File: src/rtl/cpu_controller.sv
// 8-phase instruction sequencer for the 8-bit accumulator CPU.
// A phase counter plus a sticky halt flag, decoded combinationally into memory/IR/PC/AC strobes.
module cpu_controller #(
    parameter int OPC_WIDTH = 3,
    parameter int PH_WIDTH  = 3
) (
    input  logic                 clk,
    input  logic                 rst_n,
    input  logic                 run,
    input  logic [OPC_WIDTH-1:0] opcode,
    input  logic                 zero,
    output logic [PH_WIDTH-1:0]  phase,
    output logic                 sel,
    output logic                 rd,
    output logic                 ld_ir,
    output logic                 wr,
    output logic                 data_e,
    output logic                 inc_pc,
    output logic                 ld_pc,
    output logic                 ld_ac,
    output logic                 halt
);

    typedef enum logic [PH_WIDTH-1:0] {
        PH_INST_ADDR  = 3'd0,
        PH_INST_FETCH = 3'd1,
        PH_INST_LOAD  = 3'd2,
        PH_IDLE       = 3'd3,
        PH_OP_ADDR    = 3'd4,
        PH_OP_FETCH   = 3'd5,
        PH_ALU_OP     = 3'd6,
        PH_STORE      = 3'd7
    } phase_e;

    localparam logic [OPC_WIDTH-1:0] OP_HLT = 3'd0;
    localparam logic [OPC_WIDTH-1:0] OP_SKZ = 3'd1;
    localparam logic [OPC_WIDTH-1:0] OP_ADD = 3'd2;
    localparam logic [OPC_WIDTH-1:0] OP_AND = 3'd3;
    localparam logic [OPC_WIDTH-1:0] OP_XOR = 3'd4;
    localparam logic [OPC_WIDTH-1:0] OP_LDA = 3'd5;
    localparam logic [OPC_WIDTH-1:0] OP_STO = 3'd6;
    localparam logic [OPC_WIDTH-1:0] OP_JMP = 3'd7;

    phase_e phase_q, phase_d;
    logic   halted_q, halted_d;
    logic   is_aluop;
    logic   is_hlt;

    assign is_aluop = (opcode == OP_ADD) || (opcode == OP_AND) ||
                      (opcode == OP_XOR) || (opcode == OP_LDA);
    assign is_hlt   = (opcode == OP_HLT);
    assign phase    = phase_q;

    always_ff @(posedge clk) begin
        if (!rst_n) begin
            phase_q  <= PH_INST_ADDR;
            halted_q <= 1'b0;
        end else begin
            phase_q  <= phase_d;
            halted_q <= halted_d;
        end
    end

    // A HLT in phase 4 freezes the counter there instead of advancing.
    always_comb begin
        phase_d  = phase_q;
        halted_d = halted_q;
        if (run && !halted_q) begin
            if (phase_q == PH_OP_ADDR && is_hlt) begin
                halted_d = 1'b1;
            end else begin
                phase_d = phase_e'(phase_q + 3'd1);
            end
        end
    end

    always_comb begin
        sel    = 1'b0;
        rd     = 1'b0;
        ld_ir  = 1'b0;
        wr     = 1'b0;
        data_e = 1'b0;
        inc_pc = 1'b0;
        ld_pc  = 1'b0;
        ld_ac  = 1'b0;
        halt   = halted_q || (phase_q == PH_OP_ADDR && is_hlt);
        if (!halted_q) begin
            case (phase_q)
                PH_INST_ADDR: begin
                    sel = 1'b1;
                end
                PH_INST_FETCH: begin
                    sel = 1'b1;
                    rd  = 1'b1;
                end
                PH_INST_LOAD, PH_IDLE: begin
                    sel   = 1'b1;
                    rd    = 1'b1;
                    ld_ir = 1'b1;
                end
                PH_OP_ADDR: begin
                    inc_pc = 1'b1;
                end
                PH_OP_FETCH: begin
                    rd = is_aluop;
                end
                // Memory latches the store address here, so the AC must not drive yet.
                PH_ALU_OP: begin
                    rd     = is_aluop;
                    inc_pc = (opcode == OP_SKZ) && zero;
                    ld_pc  = (opcode == OP_JMP);
                end
                PH_STORE: begin
                    rd     = is_aluop;
                    ld_ac  = is_aluop;
                    ld_pc  = (opcode == OP_JMP);
                    inc_pc = (opcode == OP_JMP);
                    wr     = (opcode == OP_STO);
                    data_e = (opcode == OP_STO);
                end
                default: begin
                    sel = 1'b0;
                end
            endcase
        end
    end

endmodule
File: config.mk
export PLATFORM = sky130hd
export DESIGN_NAME = cpu_controller
export DESIGN_NICKNAME = d
export VERILOG_FILES = /design/src/rtl/cpu_controller.sv
export SDC_FILE = /design/constraint.sdc
export NUM_CORES = 1
export LEC_CHECK = 0
export ABC_AREA = 0
export BUFFER_PORTS_ARGS = -buffer_cell sky130_fd_sc_hd__buf_2
export CORE_AREA = 2 2 39 41
export DETAILED_ROUTE_END_ITERATION = 8
export DIE_AREA = 0 0 41 43
export GPL_TIMING_DRIVEN = 0
export PLACE_DENSITY = 0.68
export SLEW_MARGIN = 5
export SYNTH_ARGS = -nofsm -noshare
export SYNTH_HDL_FRONTEND = slang
export SYNTH_SLANG_ARGS = --single-unit
File: constraint.sdc
create_clock -name clk -period 2.01 [get_ports clk]
set_input_delay 0.3015 -clock clk [delete_from_list [all_inputs] [get_ports clk]]
set_output_delay 0.3015 -clock clk [all_outputs]
set_load 0.005 [all_outputs]
==> impl_metrics.yaml, run 1 <==
sta:
  maxClockFrequency_ghz: 0.526
  finalCritPeriodShare_pct: 94.5
  finClkSkew_ns: 0.00231
  hold_violations: 0
  setup_tns_ns: 0
  relSlewSlack_pct: 66.1
  rsz0062_at_grt: "false"
  period_needed_ns: 1.90
  final_max_slew_viol_count: 0
  setup_viol: 0
  worstMarginPinSlew_ns: 0.506
synth:
  post_synth.cell_area_avg_sq_um: 7.75
  ys_seq_elements: 4
  synth_fa_ha_area_share_pct: 19.8
  synth-seq-area-share_pct: 18.1
  synth-compound-area-share_pct: 20.4
  synth_edf_count: 0
  synth_async_sr_flop_share_pct: 0
  synthTopCellsByArea: "ha_1 20%, dfxtp_1 18%, a21oi_1 5.7%, nand2_1 5.1%, a31oi_1 4.2%"
  synth_top_area_cell: "ha_1"
  muxShareOfSynthArea_pct: 0
  synth_warnings: 0
  synth_cell_type_count: 27
  synth_nets: 71
  synth_top_family_by_area: "simple AND/OR/NAND/NOR gates"
  synthCells: 57
  synthSimpleGateAreaFrac_pct: 31.2
  ys.flop_type: "dfxtp_1"
  synth-xor-area-share_pct: 1.98
  syn_area_sq_um: 442
  synth_top_area_share_pct: 19.8
finish:
  final_cell_mix: "18 x buf_2, 7 x ha_1, 6 x nand2_1"
  final_common_cell: "buf_2"
  layout.cells.non_filler: 94
  area_delta_synth_final_pct: 31.7
  finalNetCount: 94
  antenna_cells: 0
  drive_gt1_share_pct: 33.3
clocking:
  htree_levels: 1
  ctsRootBufferMaster: "clkbuf_4"
  path_clk_slew_ns: 0.04
  clk_path_buf_depth: 2
  numCtsBuffers: 3
  tritoncts: "yes"
  clock_latency_ns: 0.24
  clock_sinks: 4
worst_setup_path:
  max_stage_delay_ns: 0.37
  crit_required_ns: 1.71
  crit_family: "flip-flops"
  worst-path-max-fanout: 7
  worstPathArrival_ns: 1.60
  startpoint_type: "flop"
  cp.buffers_inverters: 2
  crit_type: "reg2out"
  reg2reg_to: "phase[0]"
  ff2ff_path_depth: 6
  timing.rr.start: "phase[1]"
  r2r_slack_ns: 0.47
  cp-end-kind: "output port"
  cp_cell_sequence: "inv_1 > ha_1 > or2_1 > a21oi_1 > o32ai_1 > buf_2"
  crit_path_top_delay_cell: "dfxtp_4"
route:
  wirelength_um: 981
  antenna_left: 0
  route.detailed.wl_per_inst_um: 10.4
  drc_errors: 0
  drtIter0Drc: 17
  vias_per_cell: 5.18
  first_pass_iters: 4
  via_count: 487
floorplan:
  floorplan.initialDensity_pct: 31.9
  core_sq_mm: 0.00138
  rows: 14
  die_y_um: 43
  ios: 19
  die_width_um: 41
  die-area_sq_mm: 0.00176
global_route:
  grt_pass1_wl_um: 1570
  grt_max_degree: 11
  grt_pass1_vias: 394
  gr-total-overflow: 0
  antenna_found_initial: 0
  gr-usage-all-layers_pct: 12.9
status:
  status: "completed"
placement:
  io_buffers: 18
  gp_congestion: 0.668
  place.detailed.hpwl_um: 768
  placedCellCount: 91
pwr:
  ir_drop_mv: 0.283
  p_leak_nw: 0.288
  power_uw: 281
  powerDensity_mw_per_mm2: 483
run:
  drv_cap: 0
worst_hold_path:
  hold_path_class: "in2reg"
  whs_path_depth: 3
  min_to: "halted_q"
  min_from: "run"
==> worst register-to-register path: stages, from the launching register on <==
cell and delay (ns):
dfxtp_1 0.38, inv_1 0.11, ha_1 0.22, and3b_1 0.18
buf_6 0.13, a2111oi_2 0.32, nand3b_1 0.13
==> worst max path at each step <==
stage,from,to,slack (ns),cells after the start
2_1_floorplan,phase[0],wr,0.40,5
3_3_place_gp,phase[0],rd,0.23,6
3_5_place_dp,phase[0],rd,0.21,6
4_1_cts,phase[0],rd,0.05,6
5_1_grt,phase[1],ld_pc,0.01,5
6_report,phase[0],rd,0.11,6
==> report_power, final <==
group / internal [mW] / leakage [nW] / switching [mW]
sequential: 0.0853 / 0.0334 / 0.00865
combinational: 0.0406 / 0.241 / 0.0453
clock: 0.0669 / 0.0138 / 0.0344
==> sequential cells by signal, summed over array words and instances (netlist names) <==
| name | flops |
|---|---|
| phase | 3 |
| halted_q | 1 |
==> stage by stage <==
stage / hold slack, ns / worst slack [ns] / utilization (%) / cell area, sq um
after floorplan: 0.440 / 0.397 / - / 442
after CTS: 0.348 / 0.0500 / 41.6 / 576
after global routing: 0.370 / 0.0108 / 42.0 / 582
after global placement: 0.553 / 0.226 / 39.9 / 552
after detailed placement: 0.566 / 0.205 / 39.9 / 552
final: 0.350 / 0.110 / 42.0 / 582
==> timing repair <==
| item | CTS | global route |
|---|---|---|
| gates cloned | 0 | 0 |
| setup endpoints to repair | 2 | 2 |
| hold buffers | 0 | 0 |
| pin swaps | 0 | 0 |
| setup buffers | 0 | 0 |
| gates resized for setup | 1 | 2 |
==> cell usage after synthesis (3+ instances only) <==
cell	instances
a21oi_1	5
a31oi_1	3
dfxtp_1	4
ha_1	7
inv_1	4
nand2_1	6
nand2b_1	3
nand4_1	3
nor2_1	4
==> cell type report <==
cell class,instances,area [sq um]
flip-flops and latches,4,83.8
repair buffers,18,90.1
plain buffers,3,22.5
fillers,144,802
clock buffers,3,22.5
well taps,16,20.0
multi-input cells,46,328
inverters,4,15.0
==> cells by family (layout without fill, tap and decap cells) <==
family | Yosys count | in the layout
AO/OA/AOI/OAI | 13 | 13
XOR/XNOR | 1 | 1
adder cells (fa/ha/maj) | 7 | 7
buffers and inverters | 7 | 28
flip-flops | 4 | 4
AND/OR/NAND/NOR | 25 | 25
==> routing by layer <==
| metal | GRT usage [%] | up-vias | wire length [um] |
|---|---|---|---|
| met4 | 10.0 | 0 | 28 |
| met5 | 0 | - | 0 |
| li1 | - | 252 | - |
| met2 | 18.1 | 16 | 408 |
| met3 | 1.57 | 4 | 64 |
| met1 | 16.9 | 215 | 480 |
Note: power is estimated with default switching activity, not from simulation.
==> run 2: changes to the inputs <==
==> constraint.sdc (replaced) <==
create_clock -name clk -period 2.01 [get_ports clk]
set_input_delay 0.5025 -clock clk [delete_from_list [all_inputs] [get_ports clk]]
set_output_delay 0.5025 -clock clk [all_outputs]
set_load 0.005 [all_outputs]
==> impl_metrics.yaml, run 2 (synthesis results as in run 1) <==
status:
  status: "completed"
clocking:
  numCtsBuffers: 3
  tritoncts: "yes"
  clock_latency_ns: 0.24
  htree_levels: 1
  path_clk_slew_ns: 0.03
  clk_path_buf_depth: 2
  clock_sinks: 4
  hold_buffers: 0
  ctsRootBufferMaster: "clkbuf_4"
route:
  drtIter0Drc: 10
  via_count: 510
  first_pass_iters: 4
  route.detailed.wl_per_inst_um: 12.1
  antenna_left: 0
  drc_errors: 0
  wirelength_um: 1160
  vias_per_cell: 5.31
global_route:
  grt_max_degree: 11
  antenna_found_initial: 0
  grt_pass1_vias: 406
  gr-total-overflow: 0
  grt_pass1_wl_um: 1630
  gr-usage-all-layers_pct: 13.4
pwr:
  ir_drop_mv: 0.281
  power.internal_uw: 206
  power.switching_uw: 99.2
  p_clk_share_pct: 32.8
  pwr-share-seq_pct: 31.9
  power_frac_comb_pct: 35.3
  powerDensity_mw_per_mm2: 454
  p_leak_nw: 0.296
  swShare_pct: 32.5
finish:
  finalNetCount: 96
  largest_reg_flops: 3
  final_common_cell: "buf_2"
  fin_area_sq_um: 672
  fillers: 142
  final_cell_mix: "18 x buf_2, 6 x nand2_1"
  area_delta_synth_final_pct: 52.1
  antenna_cells: 0
  drive_gt1_share_pct: 53.8
  final_util_pct: 48.6
floorplan:
  rows: 14
  ios: 19
  die-area_sq_mm: 0.00176
  die_y_um: 43
  die_width_um: 41
  core_sq_mm: 0.00138
  floorplan.initialDensity_pct: 31.9
placement:
  place.detailed.hpwl_um: 768
  postPlaceCellArea_sq_um: 552
  gp_congestion: 0.668
  io_buffers: 18
sta:
  hold_violations: 0
  period_needed_ns: 1.98
  setup_viol: 0
  finalCritPeriodShare_pct: 98.4
  relSlewSlack_pct: 72.9
  finClkSkew_ns: 0.00345
  maxClockFrequency_ghz: 0.505
  setup_tns_ns: 0
  rsz0062_at_grt: "true"
  worstMarginPinSlew_ns: 0.407
  final_max_slew_viol_count: 0
run:
  drv_cap: 0
worst_setup_path:
  crit_required_ns: 1.51
  cp-end-kind: "output port"
  worstPathArrival_ns: 1.48
  startpoint_type: "flop"
  crit_type: "reg2out"
  ff2ff_path_depth: 6
  worst-path-max-fanout: 5
worst_hold_path:
  whs_path_depth: 2
  hold_path_class: "reg2reg"
-- run 2: per-layer routing --
layer	vias up	GRT usage (%)	part of all wire [%]
met2	16	19.7	51
met3	4	1.57	4.9
li1	256	-	-
met1	234	17.0	42
met5	-	0	0
met4	0	10.0	2.5
-- run 2: critical path, stage by stage (launching register included) --
cell and delay [ns]:
dfxtp_4 0.38, inv_4 0.06, ha_2 0.16, or2_4 0.26, a21oi_2 0.15, o32ai_1 0.09
buf_2 0.14
-- run 2: final cells by class --
| class | count | area, sq um | share of cell area [%] |
|---|---|---|---|
| Multi-Input combinational cell | 46 | 393 | 58.5 |
| Timing Repair Buffer | 20 | 105 | 15.6 |
| Sequential cell | 4 | 88.8 | 13.2 |
| Clock buffer | 3 | 22.5 | 3.35 |
| Buffer | 3 | 22.5 | 3.35 |
| Inverter | 4 | 20.0 | 2.98 |
| Tap cell | 16 | 20.0 | 2.98 |
-- run 2: through the flow --
stage | worst slack [ns] | instances | hold WS (ns) | total power [mW]
finish | 0.0313 | 96 | 0.546 | 0.305
global route | -0.0415 | 96 | 0.565 | 0.329
CTS | 0.0114 | 94 | 0.544 | 0.287
detailed placement | 0.00416 | 91 | 0.566 | 0.179
global placement | 0.0252 | 91 | 0.553 | 0.178
floorplan | 0.196 | 57 | 0.537 | 0.145
-- run 2: path summary, 6_finish.rpt --
kind | start | endpoint | slack [ns]
worst max-delay path | phase[1] | rd | 0.03
worst min-delay path | phase[0] | phase[0] | 0.55
worst max register to register | phase[1] | phase[0] | 0.61
worst min register to register | phase[0] | phase[0] | 0.55
-- run 2: what timing repair did --
action                                  4_1_cts  5_1_grt
buffers inserted                              0        2
endpoints found under the setup margin        7        7
cloned                                        0        0
resized for setup                            11       13
pin swaps                                     4        3
-- run 2: power groups by stage --
stage	logic [mW]	registers [mW]	clock network, mW
floorplan	0.0513	0.0942	0
global placement	0.0829	0.0951	0
detailed placement	0.0841	0.0953	0
CTS	0.0892	0.0953	0.103
global route	0.120	0.0987	0.110
finish	0.108	0.0974	0.100
